<file path="config.mk">
export PLATFORM = sky130hd
export DESIGN_NAME = fc_mac_engine
export DESIGN_NICKNAME = d
export VERILOG_FILES = /design/src/rtl/fc_pkg.sv /design/src/rtl/fc_mac_lane.sv /design/src/rtl/fc_mac_engine.sv
export SDC_FILE = /design/constraint.sdc
export NUM_CORES = 1
export LEC_CHECK = 0
export ABC_CLOCK_PERIOD_IN_PS = 36600
export BUFFER_PORTS_ARGS = -buffer_cell sky130_fd_sc_hd__buf_2
export CAP_MARGIN = 20
export CORE_UTILIZATION = 47
export DETAILED_ROUTE_END_ITERATION = 12
export PLACE_DENSITY = 0.69
export RECOVER_POWER = 50
export SLEW_MARGIN = 20
export SYNTH_ARGS = -nofsm -noshare
export SYNTH_HDL_FRONTEND = slang
export SYNTH_HIERARCHICAL = 1
export SYNTH_SLANG_ARGS = --single-unit
</file>
<file path="constraint.sdc">
create_clock -name clk -period 36.6 [get_ports clk]
set_input_delay 7.32 -clock clk [delete_from_list [all_inputs] [get_ports clk]]
set_output_delay 7.32 -clock clk [all_outputs]
set_load 0.01 [all_outputs]
</file>
<file path="src/rtl/fc_pkg.sv">
// rtl/fc_pkg.sv - shared types and helpers for the fully-connected MAC engine
// Contents:
//   state_t       FSM states of the engine
//   clog2         ceiling log2, usable in constant expressions
//   acc_width     accumulator width that cannot overflow for a given element width and dot-product length
//   post_process  saturate to a signed out_w-bit range, then optional ReLU clamp
package fc_pkg;

  typedef enum logic [1:0] {
    IDLE = 2'd0,
    MAC  = 2'd1,
    BIAS = 2'd2,
    DONE = 2'd3
  } state_t;

  // Working width of post_process; every accumulator must fit inside it.
  localparam int POST_W = 64;

  function automatic int clog2(input int value);
    int r;
    r = 0;
    for (int i = 0; i < 31; i++) begin
      if ((1 << i) < value) r = i + 1;
    end
    return r;
  endfunction

  // Products are 2*bw wide; summing n of them plus a bias needs clog2(n)+1 more bits.
  function automatic int acc_width(input int bw, input int n);
    return 2 * bw + clog2(n) + 1;
  endfunction

  function automatic logic signed [POST_W-1:0] post_process(
    input logic signed [POST_W-1:0] value,
    input int                       out_w,
    input logic                     relu
  );
    logic signed [POST_W-1:0] hi;
    logic signed [POST_W-1:0] lo;
    logic signed [POST_W-1:0] r;
    hi = (64'sd1 <<< (out_w - 1)) - 64'sd1;
    lo = -(64'sd1 <<< (out_w - 1));
    if (value > hi)      r = hi;
    else if (value < lo) r = lo;
    else                 r = value;
    if (relu && (r < 0)) r = '0;
    return r;
  endfunction

endpackage

</file>
<file path="src/rtl/fc_mac_lane.sv">
// rtl/fc_mac_lane.sv - one signed multiply-accumulate lane with bias add and post-processing
// Ports:
//   clk, rst   clock, asynchronous active-high reset (clears the accumulator)
//   mac_en     add x*w into the accumulator this cycle
//   clear      zero the accumulator this cycle (wins over mac_en)
//   x, w       signed data and weight operands
//   b          signed bias added to the accumulator on the output path
//   y          post_process(acc + b), combinational, 2*BITWIDTH bits signed
module fc_mac_lane
  import fc_pkg::*;
#(
  parameter int BITWIDTH   = 8,
  parameter int INPUT_SIZE = 7,
  parameter int RELU       = 0
) (
  input  logic                          clk,
  input  logic                          rst,
  input  logic                          mac_en,
  input  logic                          clear,
  input  logic signed [BITWIDTH-1:0]    x,
  input  logic signed [BITWIDTH-1:0]    w,
  input  logic signed [BITWIDTH-1:0]    b,
  output logic signed [2*BITWIDTH-1:0]  y
);

  localparam int ACC_W = acc_width(BITWIDTH, INPUT_SIZE);
  localparam int OUT_W = 2 * BITWIDTH;

  logic signed [OUT_W-1:0]  prod;
  logic signed [ACC_W-1:0]  acc;
  logic signed [ACC_W-1:0]  sum;
  logic signed [POST_W-1:0] post_wide;

  // Operands are sign-extended before multiplying so the full signed product is kept.
  assign prod = OUT_W'(x) * OUT_W'(w);

  always_ff @(posedge clk or posedge rst) begin
    if (rst) begin
      acc <= '0;
    end else if (clear) begin
      acc <= '0;
    end else if (mac_en) begin
      acc <= acc + ACC_W'(prod);
    end
  end

  assign sum       = acc + ACC_W'(b);
  assign post_wide = post_process(POST_W'(sum), OUT_W, RELU != 0);
  assign y         = post_wide[OUT_W-1:0];

endmodule

</file>
<file path="src/rtl/fc_mac_engine.sv">
// rtl/fc_mac_engine.sv - fully-connected layer engine: LANES neurons per group, one input element per cycle
// Ports:
//   clk, rst             clock, asynchronous active-high reset
//   in_valid, in_ready   operand handshake; in_ready is high only in IDLE
//   data                 INPUT_SIZE signed elements, element j at [(j+1)*BITWIDTH-1 -: BITWIDTH]
//   weight               OUTPUT_SIZE*INPUT_SIZE signed elements, element (o,j) at index o*INPUT_SIZE+j
//   bias                 OUTPUT_SIZE signed elements, element o at index o
//   out_valid, out_ready result handshake; out_valid is high only in DONE
//   result               OUTPUT_SIZE signed 2*BITWIDTH elements, element o at index o
//   busy                 high whenever the FSM is not in IDLE
module fc_mac_engine
  import fc_pkg::*;
#(
  parameter int BITWIDTH    = 8,
  parameter int INPUT_SIZE  = 7,
  parameter int OUTPUT_SIZE = 6,
  parameter int LANES       = 2,
  parameter int RELU        = 0
) (
  input  logic                                      clk,
  input  logic                                      rst,
  input  logic                                      in_valid,
  output logic                                      in_ready,
  input  logic [BITWIDTH*INPUT_SIZE-1:0]             data,
  input  logic [BITWIDTH*INPUT_SIZE*OUTPUT_SIZE-1:0] weight,
  input  logic [BITWIDTH*OUTPUT_SIZE-1:0]            bias,
  output logic                                      out_valid,
  input  logic                                      out_ready,
  output logic [2*BITWIDTH*OUTPUT_SIZE-1:0]          result,
  output logic                                      busy
);

  // OUTPUT_SIZE must be a multiple of LANES.
  localparam int OUT_W  = 2 * BITWIDTH;
  localparam int GROUPS = OUTPUT_SIZE / LANES;
  localparam int JW     = (clog2(INPUT_SIZE) > 0) ? clog2(INPUT_SIZE) : 1;
  localparam int GW     = (clog2(GROUPS) > 0) ? clog2(GROUPS) : 1;
  localparam logic [JW-1:0] LAST_J = JW'(INPUT_SIZE - 1);
  localparam logic [GW-1:0] LAST_G = GW'(GROUPS - 1);

  state_t          state;
  logic [JW-1:0]   j;
  logic [GW-1:0]   g;
  logic            accept;
  logic            mac_en;
  logic            clear;

  // Operand snapshot, arranged by [group][lane] so the lanes index with g and j directly.
  logic signed [BITWIDTH-1:0] data_arr [INPUT_SIZE];
  logic signed [BITWIDTH-1:0] w_arr    [GROUPS][LANES][INPUT_SIZE];
  logic signed [BITWIDTH-1:0] b_arr    [GROUPS][LANES];
  logic signed [OUT_W-1:0]    res_arr  [GROUPS][LANES];
  logic signed [OUT_W-1:0]    lane_y   [LANES];

  assign accept = (state == IDLE) && in_valid;
  assign mac_en = (state == MAC);
  assign clear  = (state == BIAS);

  always_ff @(posedge clk) begin
    if (accept) begin
      for (int jj = 0; jj < INPUT_SIZE; jj++) begin
        data_arr[jj] <= data[jj*BITWIDTH +: BITWIDTH];
      end
      for (int o = 0; o < OUTPUT_SIZE; o++) begin
        b_arr[o/LANES][o%LANES] <= bias[o*BITWIDTH +: BITWIDTH];
        for (int jj = 0; jj < INPUT_SIZE; jj++) begin
          w_arr[o/LANES][o%LANES][jj] <= weight[(o*INPUT_SIZE+jj)*BITWIDTH +: BITWIDTH];
        end
      end
    end
  end

  for (genvar l = 0; l < LANES; l++) begin : g_lane
    fc_mac_lane #(
      .BITWIDTH   (BITWIDTH),
      .INPUT_SIZE (INPUT_SIZE),
      .RELU       (RELU)
    ) u_lane (
      .clk    (clk),
      .rst    (rst),
      .mac_en (mac_en),
      .clear  (clear),
      .x      (data_arr[j]),
      .w      (w_arr[g][l][j]),
      .b      (b_arr[g][l]),
      .y      (lane_y[l])
    );
  end

  always_ff @(posedge clk or posedge rst) begin
    if (rst) begin
      state     <= IDLE;
      in_ready  <= 1'b1;
      out_valid <= 1'b0;
      busy      <= 1'b0;
      g         <= '0;
      j         <= '0;
      for (int gi = 0; gi < GROUPS; gi++) begin
        for (int l = 0; l < LANES; l++) begin
          res_arr[gi][l] <= '0;
        end
      end
    end else begin
      case (state)
        IDLE: begin
          if (in_valid) begin
            state    <= MAC;
            in_ready <= 1'b0;
            busy     <= 1'b1;
            g        <= '0;
            j        <= '0;
          end
        end
        MAC: begin
          if (j == LAST_J) begin
            j     <= '0;
            state <= BIAS;
          end else begin
            j <= j + 1'b1;
          end
        end
        BIAS: begin
          for (int l = 0; l < LANES; l++) begin
            res_arr[g][l] <= lane_y[l];
          end
          j <= '0;
          if (g == LAST_G) begin
            state <= DONE;
          end else begin
            g     <= g + 1'b1;
            state <= MAC;
          end
        end
        DONE: begin
          // The last group lands on the BIAS->DONE edge; the result is presented
          // one cycle later, giving a fixed groups*(INPUT_SIZE+1)+1 latency.
          if (!out_valid) begin
            out_valid <= 1'b1;
          end else if (out_ready) begin
            state     <= IDLE;
            out_valid <= 1'b0;
            in_ready  <= 1'b1;
            busy      <= 1'b0;
            g         <= '0;
          end
        end
        default: state <= IDLE;
      endcase
    end
  end

  always_comb begin
    result = '0;
    for (int o = 0; o < OUTPUT_SIZE; o++) begin
      result[o*OUT_W +: OUT_W] = res_arr[o/LANES][o%LANES];
    end
  end

endmodule

</file>
# After elaboration in Yosys (flattened, before gate mapping)

Memory sizes are Yosys's and may differ from the RTL's.
Index checks and enable logic that the tools add are counted.

Bitwise operators: 2
Add/sub/neg operators: 6
Mux-type cells: 44
Eq/ne operators: 10
Reductions and logical operators: 11
Divide/modulo/power cells: 0
Shift operators: 0
Multiply operators: 2
$lt $le $gt $ge: 7

Operators by type and width:

| kind                   | number |
|---|---|
| $bwmux W96             | 2 |
| $demux W32 S2          | 2 |
| $mux W16               | 5 |
| $mux W20               | 4 |
| $bmux W8 S3            | 2 |
| $add A20 B16 Y20       | 2 |
| $add A20 B8 Y20        | 2 |
| $gt A20 B16 Y1 const B | 2 |
| $lt A20 B16 Y1 const B | 2 |
| $mul A8 B8 Y16         | 2 |
| $mux W32               | 1 |
| $mux W8                | 4 |
| $mux W2                | 7 |
| $mux W1                | 10 |
| $ne A2 B2 Y1 const B   | 5 |
| $pmux W3 S3            | 1 |
| $pmux W2 S4            | 1 |
| $reduce_and A4 Y1      | 2 |
| $eq A2 B2 Y1 const B   | 3 |
| $mux W3                | 2 |
| $pmux W2 S3            | 1 |
| $reduce_bool A3 Y1     | 2 |
| $reduce_and A5 Y1      | 1 |
| $ge A4 B4 Y1 const B   | 1 |
| 13 further kinds       | 16 |

Memory bits (read-only): 0
Memories: 3
Bits in latches: 0
Output and inout bits: 99
Bits in registers: 146
Logic and storage cells: 99
RAM bits: 440

Memory list:

| name     | words | bits a word | rd ports | clocked after memory_dff | wr ports | RTL line            | source |
|---|---|---|---|---|---|---|---|
| w_arr    | 3     | 112         | 1        | 0                        | 3        | fc_mac_engine.sv:50 | `logic signed [BITWIDTH-1:0] w_arr [GROUPS][LANES][INPUT_SIZE];` |
| data_arr | 7     | 8           | 1        | 0                        | 7        | fc_mac_engine.sv:49 | `logic signed [BITWIDTH-1:0] data_arr [INPUT_SIZE];` |
| b_arr    | 3     | 16          | 1        | 0                        | 3        | fc_mac_engine.sv:51 | `logic signed [BITWIDTH-1:0] b_arr [GROUPS][LANES];` |

# Depth between registers and ports, before layout

Gate-level depths: netlist (run 1).

Depth in word-level cells: 8
Depth in mapped cells: 28

# Modules after synthesis

The synthesis (run 1) kept the hierarchy.

By module, submodules not included:

| module                         | cells an instance | times used | area each (um2) | seq. area each (um2) |
|---|---|---|---|---|
| fc_mac_engine                  | 1223              | 1          | 21161.5         | 15866.5 |
| fc_mac_lane (g_lane[0].u_lane) | 598               | 1          | 5655.4          | 500.5 |
| fc_mac_lane (g_lane[1].u_lane) | 607               | 1          | 5611.6          | 500.5 |

# Worst setup path before layout (run 1)

OpenSTA, ideal clock, no wires.

Path kind: in2reg
From: input in_valid
To: register g[0]
Slack: 7246 ps
Arrival: 29218 ps
Data required time: 36464 ps
Setup time: 136 ps
Path buffers: 0
Stages on the path: 4
Cell sequence: nand2b_1 nor2_1 o21ai_0 a21o_1

Word-level cells in the longest chain between the ends: 2

Ends and longest elaborated chain:

| element                            | RTL line             | source |
|---|---|---|
| start, declared                    | fc_mac_engine.sv:22  | `input logic in_valid,` |
| $ne A2 B2 Y1 (no source line)      | --                   |  |
| $reduce_and A5 Y1 (no source line) | --                   |  |
| end signal, assigned               | fc_mac_engine.sv:130 | `g <= g + 1'b1;` |
| end, declared                      | fc_mac_engine.sv:43  | `logic [GW-1:0] g;` |

Every way passes these cells.
A chain may end at the register's enable or synchronous reset.

==> qor.csv, run 1 <==
stage,metric,value,unit
die,starting density of the core,47.86,%
timing,setup TNS,0,ps
timing,Final period util,29.84,%
die,Cell Rows,95,
route,# DRC,0,
synth,yosys warns,6,
worst_setup_path,Critical Path Fanout Max,88,
job,Max Cap Viol,5,
synth,sequential share of the synthesized area,52.01,%
cells_and_area,Finished Layout Cells,3892,
clocking,clk slew on worst S/H paths,60,ps
worst_setup_path,worst path required time,36880,ps
cells_and_area,Nets,3712,
route,via count,21330,
route,wl on met1,35320,um
synth,Syn Area/Cell,13.36,um^2
synth,Synth Net Count,3183,
placed_design,dpl hpwl,66160,um
synth,Yosys reg bits,586,
timing,Rel. slew slack,-72.26,%
global_route,first-pass GRT wire length,130400,um
clocking,# resized after CTS,0,
die,Die Height,264.7,um
outcome,result of the run,finished with violations,
timing,"Slew Viols, Final",197,
timing,Worst-Margin Slew,2584,ps
die,I/O pin count,543,
timing,Setup Skew,70.15,ps
clocking,setup repair bufs after CTS,0,
placed_design,port buffer count,542,
global_route,gr usage total,24.62,%
global_route,initial antenna violation count,21,
worst_setup_path,CP Launch Type,input port,
clocking,CTS buffer count,60,
worst_setup_path,r2r setup slk,25770,ps
route,routed wire length,86380,um
cells_and_area,layout cell share with drive strength beyond 1,24.76,%
clocking,# clock sinks,586,
cells_and_area,Layout fillers,5675,
route,top sig layer,met5,
cells_and_area,Final Core Density,55.66,%
min_path,Worst Hold Class,register to register,
timing,Max Clock Freq,0.09156,GHz
clocking,H-tree lvl count,2,
global_route,GRT overflow,0,
synth,Main synth FF type,edfxtp_1,
global_route,vias in the first global route,22290,
route,met2 WL,40740,um
clocking,CTS Hold Bufs,0,
synth,number of synthesized flops with an enable pin,440,
worst_setup_path,Arrival @ worst endpoint,11200,ps
synth,post-synthesis cell type count,104,
die,Core Area,0.06775,mm^2
clocking,worst skew pair latency,660,ps
synth,Synth Cell Area,0.03243,mm^2
outcome,failing checks,"capacitance limit, slew limit",
timing,unrepaired setup endpoints after global routing,no,
route,DR WL met3,6537,um
timing,Tmin final,10920,ps
clocking,Max Buffers Root-to-Sink,3,
cells_and_area,Area growth syn-to-layout,16.29,%
route,drt pass-1 iters,5,
route,detailed router's first-iteration violation count,1567,
synth,share of flip-flops with an asynchronous set or reset after synthesis,24.91,%
die,area of the die,0.07005,mm^2
timing,endpoints failing setup,0,
clocking,CTS tree,built,
global_route,pin count of the biggest net entering global routing,211,
timing,Final Hold Viols,0,
placed_design,placed cells,3767,
worst_setup_path,CP endpoint kind,register,
cells_and_area,"Design Area, Final",0.03771,mm^2
route,Routed WL per cell,22.19,um
die,die width,264.7,um
route,"antenna viol nets, final",0,
route,Via-to-Cell Ratio,5.481,
worst_setup_path,critical path type,input port to register,
clocking,CTS Root Buffer Type,clkbuf_16,
placed_design,routability congestion estimate,0.8541,
placed_design,Area after DPL,0.03588,mm^2
synth,Mapped Cells,2428,
cell usage after synthesis (15+ instances only):
cell | number | share of area, %
ha_1 | 133 | 5.1
o211ai_1 | 21 | 0.49
buf_6 | 17 | 0.59
nor2b_1 | 58 | 1.1
nor2_1 | 82 | 0.95
a21oi_1 | 57 | 0.88
buf_2 | 20 | 0.31
a21o_1 | 22 | 0.51
dfrtp_1 | 145 | 11
inv_1 | 219 | 2.5
o21ai_2 | 20 | 0.54
o21ai_0 | 101 | 1.6
mux2_2 | 121 | 4.2
edfxtp_1 | 440 | 41
and2_1 | 67 | 1.3
a211oi_1 | 58 | 1.3
buf_4 | 16 | 0.37
nand2b_1 | 15 | 0.29
a31oi_1 | 21 | 0.41
xnor2_1 | 39 | 1.1
xor2_1 | 24 | 0.65
clkbuf_1 | 43 | 0.50
mux2i_1 | 123 | 3.8
nand2_1 | 140 | 1.6
nand3_1 | 19 | 0.29
fa_1 | 178 | 11
routing by layer:
metal | track usage (%) | vias up
li1 | - | 9825
met1 | 31.61 | 10500
met2 | 39.91 | 830
met3 | 5.592 | 165
met4 | 11.12 | 10
met5 | 0 | -
through the flow:
step | setup slack, ps | hold slack, ps
after global placement | 24730 | 475.4
after detailed placement | 24560 | 488.1
final | 25680 | 501.5
after floorplan | 7246 | 472.4
after CTS | 25250 | 501.0
after global routing | 25210 | 513.7
worst max-delay path, cell delays in order:
cell,delay (ps)
clkbuf_1,230
nand2b_1,160
nor2_4,540
buf_4,580
buf_12,340
buf_4,870
buf_4,950
final cells by class:
| cell class | count | area [um^2] | area share [%] |
|---|---|---|---|
| inverters | 222 | 834.6 | 2.213 |
| diodes | 14 | 35.03 | 0.09290 |
| flip-flops and latches | 586 | 16870 | 44.75 |
| well taps | 873 | 1092 | 2.896 |
| clock buffers | 77 | 1668 | 4.423 |
| repair buffers | 568 | 2823 | 7.485 |
| multi-input cells | 1519 | 14010 | 37.16 |
| clock inverters | 33 | 372.9 | 0.9887 |
sequential cells by signal (all words and copies together) (netlist names), 2 cells and up:
register,cells
b_arr,48
data_arr,56
g,2
g_lane.u_lane/acc,40
j,3
result,96
state,2
w_arr,336
layout by cell type, fill, tap and decap left out, types with 22 or more instances in the layout:
master,netlist,layout
a21oi_1,57,57
nor2b_1,58,58
edfxtp_1,440,440
nor2_1,82,80
a211oi_1,58,59
o21ai_0,101,128
inv_1,219,218
and2_1,67,66
dfrtp_1,145,141
nand2_1,140,138
ha_1,133,133
clkbuf_16,0,62
mux2_2,121,121
mux2i_1,123,123
fa_1,178,178
clkbuf_1,43,97
buf_2,20,457
xnor2_1,39,39
xor2_1,24,25
a21o_1,22,22
final timing paths:
kind	start	to	cells after the start
setup / recovery	in_valid	w_arr[0][26]	7
min in group asynchronous	rst	g_lane[0].u_lane/acc[13]	2
hold / removal	result[10]	result[10]	1
hold reg to reg	result[10]	result[10]	1
max in group asynchronous	rst	g[0]	3
setup reg to reg	g[1]	g_lane[1].u_lane/acc[19]	23
kinds of logic (layout without fill, tap and decap cells):
family,Yosys count,count (layout),share of synthesized area [%]
AOI/OAI and AO/OA,441,441,9.943
xor gates and xnor gates,65,65,1.837
adders and majority gates,311,311,16.12
buffers and inverters,323,900,4.402
DFF,586,586,52.01
muxes,254,254,8.647
other,0,14,0
and+or+nand+nor,448,448,7.038
Power of run 1 is not shown: default switching activity piles up to over one toggle a cycle in this logic, so the estimate is an artifact.
==> inputs of run 2 (changes only) <==
- ABC_CLOCK_PERIOD_IN_PS: 36600 -> 9390
- PLACE_DENSITY: 0.69 -> 0.71
- clock period: 36.6 -> 9.39 ns (I/O delays scaled with it)
==> run 2 against run 1 <==
The run still ends with capacitance limit, slew limit left. Count of clock-buffer cells in the layout up 2. Utilization up 0.51 points. Non-clock buffer count down 1. Via count up 1.1%. Critical path depth up 15. Register-to-register slack worse by 25000 ps. First-iteration DRC count up 2.9%. Final area up 0.92%. Wire length up 2.9%. Flip-flop and latch count unchanged. Worst setup slack worse by 25000 ps. Critical endpoint is now g_lane[1].u_lane/acc[19].
==> qor.csv, run 2 (synthesis gave the netlist of run 1 again) <==
stage,metric,value,unit
global_route,first-pass GRT wire length,133900,um
cells_and_area,most frequent cells in the layout,"buf_2, edfxtp_1, inv_1",
outcome,result of the run,finished with violations,
cells_and_area,most flop-heavy register,w_arr,
job,Max Cap Viol,4,
clocking,worst skew pair latency,640,ps
worst_setup_path,CP Launch Type,register,
clocking,Max Buffers Root-to-Sink,3,
timing,unrepaired setup endpoints after global routing,no,
timing,endpoints failing setup,0,
route,"antenna viol nets, final",0,
cells_and_area,"Design Area, Final",0.03806,mm^2
worst_setup_path,CP endpoint kind,register,
clocking,CTS buffer count,66,
die,Core Area,0.06775,mm^2
placed_design,port buffer count,542,
cells_and_area,"commonest non-fill, non-tap cell in the layout",buf_2,
placed_design,dpl hpwl,68760,um
timing,Final period util,89.78,%
route,Via-to-Cell Ratio,5.544,
route,drt pass-1 iters,5,
timing,"Slew Viols, Final",230,
die,I/O pin count,543,
clocking,# resized after CTS,0,
outcome,failing checks,"capacitance limit, slew limit",
die,Cell Rows,95,
worst_setup_path,Crit Reg-Reg Endpoint,g_lane[1].u_lane/acc[19],
route,met2 WL,42920,um
min_path,min-delay src,in_ready,
global_route,pin count of the biggest net entering global routing,203,
cells_and_area,Final Core Density,56.17,%
route,Routed WL per cell,22.86,um
route,routed wire length,88910,um
cells_and_area,Area growth syn-to-layout,17.36,%
clocking,setup repair bufs after CTS,0,
worst_setup_path,r2r setup slk,960,ps
min_path,Worst Hold Class,register to register,
route,top sig layer,met5,
worst_setup_path,most frequent CP cell,fa_1,
global_route,initial antenna violation count,7,
cells_and_area,max reg flops,336,
clocking,# clock sinks,586,
clocking,CTS tree,built,
die,Die Height,264.7,um
global_route,GRT overflow,0,
timing,hold slack,479.3,ps
cells_and_area,Nets,3717,
global_route,gr usage total,25.33,%
route,via count,21560,
timing,Rel. slew slack,-141.3,%
worst_setup_path,critical path type,register to register,
worst_setup_path,"Critical Path, Cell by Cell",buf_4 > nand2b_1 > o32ai_1 > a211oi_1 > a31oi_1 > and2_1 > inv_1 > fa_1 > inv_1 > fa_1 > fa_1 > fa_1 > fa_1 > ha_1 > a21o_1 > nand2_1 > nand3_1 > a311o_1 > a2111oi_0 > o31ai_1 > a21o_1 > a21oi_1,
min_path,Hold EP,in_ready,
worst_setup_path,Arrival @ worst endpoint,8950,ps
die,starting density of the core,47.86,%
worst_setup_path,Critical Path Fanout Max,28,
worst_setup_path,worst path required time,9910,ps
cells_and_area,layout cell share with drive strength beyond 1,25.98,%
clocking,CTS Hold Bufs,0,
global_route,vias in the first global route,22260,
worst_setup_path,cell count of the worst reg-to-reg path,22,
timing,Max Clock Freq,0.1186,GHz
worst_setup_path,Critical R2R Launch,j[0],
min_path,Hold Path Cell Cnt,2,
worst_setup_path,Critical Path Max Stage Delay,830,ps
clocking,clk slew on worst S/H paths,60,ps
placed_design,Area after DPL,0.03589,mm^2
die,die width,264.7,um
route,# DRC,0,
die,area of the die,0.07005,mm^2
worst_setup_path,"Slowest-stage cell, CP",a31oi_1,
route,wl on met1,37030,um
timing,Tmin final,8430,ps
clocking,H-tree lvl count,3,
clocking,CTS Root Buffer Type,clkbuf_16,
route,DR WL met3,6428,um
route,detailed router's first-iteration violation count,1612,
timing,Worst-Margin Slew,3620,ps
timing,Setup Skew,37.21,ps
timing,Final Hold Viols,0,
placed_design,routability congestion estimate,0.8901,
run 2: per-stage QoR:
stage               instances  worst slack (ps)  setup TNS, ps
floorplan                2428            -210.1         -363.5
global placement         3765              1291              0
detailed placement       3765              1030              0
CTS                      3881             956.1              0
global route             3888             558.1              0
finish                   3889             959.7              0
run 2: worst max-delay path, delay by kind of cell, from the launching register on:
| family | cells | cell delay, ps |
|---|---|---|
| AOI/OAI and AO/OA | 9 | 2930 |
| adders and majority gates | 6 | 2760 |
| buffers and inverters | 3 | 650 |
| DFF | 1 | 550 |
| and+or+nand+nor | 4 | 1440 |
run 2: cell type report:
type	instances	area, um^2
fillers	5536	29690
flip-flops and latches	586	16880
multi-input cells	1519	14160
repair buffers	567	2816
clock buffers	79	1762
well taps	873	1092
inverters	222	834.6
clock inverters	37	494.2
diodes	6	15.01
run 2: worst max path at each step:
stage | from | to | slack (ps) | depth (start not counted)
2_1_floorplan | in_valid | g[0] | -210 | 4
3_3_place_gp | j[0] | g_lane[1].u_lane/acc[19] | 1290 | 22
3_5_place_dp | j[0] | g_lane[1].u_lane/acc[19] | 1030 | 22
4_1_cts | j[0] | g_lane[1].u_lane/acc[19] | 960 | 22
5_1_grt | j[0] | g_lane[1].u_lane/acc[19] | 560 | 22
6_report | j[0] | g_lane[1].u_lane/acc[19] | 960 | 22
run 2: per-layer routing:
metal	vias up	GRT usage, %
li1	9826	-
met1	10740	33.30
met2	850	42.54
met3	140	4.905
met4	2	7.702
met5	-	0
Power of run 2 is left out for the same reason.
==> inputs of run 3 (changes only) <==
- CELL_PAD_IN_SITES_DETAIL_PLACEMENT: unset -> 2
- CELL_PAD_IN_SITES_GLOBAL_PLACEMENT: unset -> 2
- CORE_UTILIZATION: 47 -> 35
- PLACE_DENSITY: 0.71 -> unset
- PLACE_DENSITY_LB_ADDON: unset -> 0.1
- RECOVER_POWER: 50 -> unset
- SETUP_SLACK_MARGIN: unset -> 0.3
==> run 3 against run 2 <==
The run now ends clean. Final cell count increased by 8.5%. Via count barely moved. Final area grew 1.3%. Non-clock buffer count increased by 1. Fmax fell by 1.0%. Count of clock-buffer cells in the layout grew 9. Register-to-register slack got worse by 90 ps. Critical path type unchanged.
==> qor.csv, run 3 (synthesis gave the netlist of run 1 again) <==
stage,metric,value,unit
outcome,result of the run,finished clean,
job,Max Cap Viol,0,
worst_setup_path,critical path type,register to register,
cells_and_area,Area growth syn-to-layout,18.91,%
cells_and_area,"commonest non-fill, non-tap cell in the layout",buf_2,
global_route,initial antenna violation count,38,
timing,Tmin final,8516,ps
clocking,CTS Root Buffer Type,clkbuf_16,
worst_setup_path,CP Launch Type,register,
die,Core Area,0.09166,mm^2
cells_and_area,Finished Layout Cells,4219,
worst_setup_path,Crit path max-delay family,adder cells,
clocking,CTS tree,built,
global_route,routing usage on met2,37.37,%
route,routed wire length,103800,um
cells_and_area,Final Core Density,42.07,%
route,"antenna viol nets, final",0,
route,detailed router's first-iteration violation count,1114,
placed_design,dpl hpwl,82580,um
global_route,met1 usage,28.09,%
timing,Worst-Margin Slew,1102,ps
clocking,CTS Hold Bufs,0,
timing,Setup Skew,42.57,ps
die,Die Height,306.4,um
global_route,GRT overflow,0,
placed_design,Area after DPL,0.03632,mm^2
worst_setup_path,Arrival @ worst endpoint,9070,ps
timing,Max Clock Freq,0.1174,GHz
die,I/O pin count,543,
timing,unrepaired setup endpoints after global routing,no,
worst_setup_path,Critical Path Fanout Max,42,
clocking,worst skew pair latency,650,ps
clocking,H-tree lvl count,3,
die,Cell Rows,111,
route,Via-to-Cell Ratio,5.110,
worst_setup_path,Critical Path Max Stage Delay,890,ps
cells_and_area,most frequent cells in the layout,"buf_2, edfxtp_1, inv_1",
global_route,Top Usage Layer GRT,met2,
clocking,CTS buffer count,70,
cells_and_area,layout cell share with drive strength beyond 1,28.42,%
cells_and_area,most flop-heavy register,w_arr,
global_route,first-pass GRT wire length,155500,um
route,drt pass-1 iters,5,
worst_setup_path,"Slowest-stage cell, CP",a31oi_1,
clocking,setup repair bufs after CTS,0,
timing,setup TNS,0,ps
timing,Final Hold Viols,0,
placed_design,routability congestion estimate,0.7952,
global_route,pin count of the biggest net entering global routing,181,
placed_design,placed cells,4081,
route,Routed WL per cell,24.59,um
clocking,# clock sinks,586,
die,die width,306.4,um
route,via count,21560,
worst_setup_path,"Buf+Inv Stages, Crit Path",3,
worst_setup_path,most frequent CP cell,fa_1,
timing,endpoints failing setup,0,
placed_design,port buffer count,542,
min_path,Worst Hold Class,register to register,
timing,Rel. slew slack,26.07,%
route,# DRC,0,
worst_setup_path,CP endpoint kind,register,
global_route,vias in the first global route,24560,
clocking,clk slew on worst S/H paths,60,ps
timing,Final period util,90.69,%
clocking,# resized after CTS,0,
worst_setup_path,"Critical Path, Cell by Cell",inv_2 > and3_1 > a221oi_1 > a31oi_1 > and2_1 > inv_1 > fa_1 > inv_1 > fa_1 > fa_1 > fa_1 > fa_1 > ha_1 > a21o_1 > nand2_1 > nand3_1 > a311o_1 > a2111oi_0 > o31ai_1 > a21o_1 > a21oi_1,
cells_and_area,"Design Area, Final",0.03856,mm^2
die,starting density of the core,35.38,%
global_route,met3 Track Usage GR,4.659,%
timing,"Slew Viols, Final",0,
global_route,gr usage total,22.22,%
die,area of the die,0.09387,mm^2
cells_and_area,Nets,3722,
clocking,Max Buffers Root-to-Sink,3,
worst_setup_path,worst path required time,9940,ps
cells_and_area,max reg flops,336,
## run 3: changes by cell type in the layout (fill, tap and decap cells not counted), sizes merged
cell / delta
clkinvlp: +1
inv: -2
buf: +89
diode: +8
clkinv: +3
clkbuf: -79
bufinv: -3
## run 3: final cells by class
type                            count  area (um^2)
Antenna cell                       14        35.03
Clock buffer                       88         1839
Clock inverter                     36        361.6
Fill cell                        9274        53100
Inverter                          222        835.8
Multi-Input combinational cell   1519        14170
Sequential cell                   586        16880
Tap cell                         1186         1484
Timing Repair Buffer              568         2958
## run 3: per-stage QoR
step / hold slack (ps) / setup WS [ps]
floorplan: 472.4 / -210.1
global placement: 465.1 / 1233
detailed placement: 475.3 / 875.8
CTS: 484.6 / 856.8
global route: 509.0 / 328.2
finish: 482.5 / 874.0
## run 3: per-layer routing
| metal | share of wire [%] | wire length (um) |
|---|---|---|
| met5 | 0.23 | 238 |
| met3 | 5.5 | 5736 |
| met4 | 3.3 | 3428 |
| met2 | 48 | 50310 |
| met1 | 42 | 44040 |
## run 3: final timing paths
| path | start | to | slack (ps) | cells after the start |
|---|---|---|---|---|
| max | g[1] | g_lane[1].u_lane/acc[19] | 870 | 21 |
| min | in_ready | in_ready | 480 | 2 |
| max reg2reg | g[1] | g_lane[1].u_lane/acc[19] | 870 | 21 |
| min reg2reg | in_ready | in_ready | 480 | 2 |
| max in group asynchronous | rst | g[1] | 6680 | 3 |
| min in group asynchronous | rst | result[66] | 1380 | 2 |
## run 3: worst register-to-register path, cell delays in order, from the launching register on
cell and delay [ps]:
dfrtp_4 670, inv_2 340, and3_1 650, a221oi_1 170, a31oi_1 890, and2_1 830, inv_1 150, fa_1 510
inv_1 50, fa_1 480, fa_1 580, fa_1 440, fa_1 460, ha_1 350, a21o_1 200, nand2_1 80
nand3_1 160, a311o_1 340, a2111oi_0 540, o31ai_1 210, a21o_1 210, a21oi_1 130
Power of run 3 is left out for the same reason.
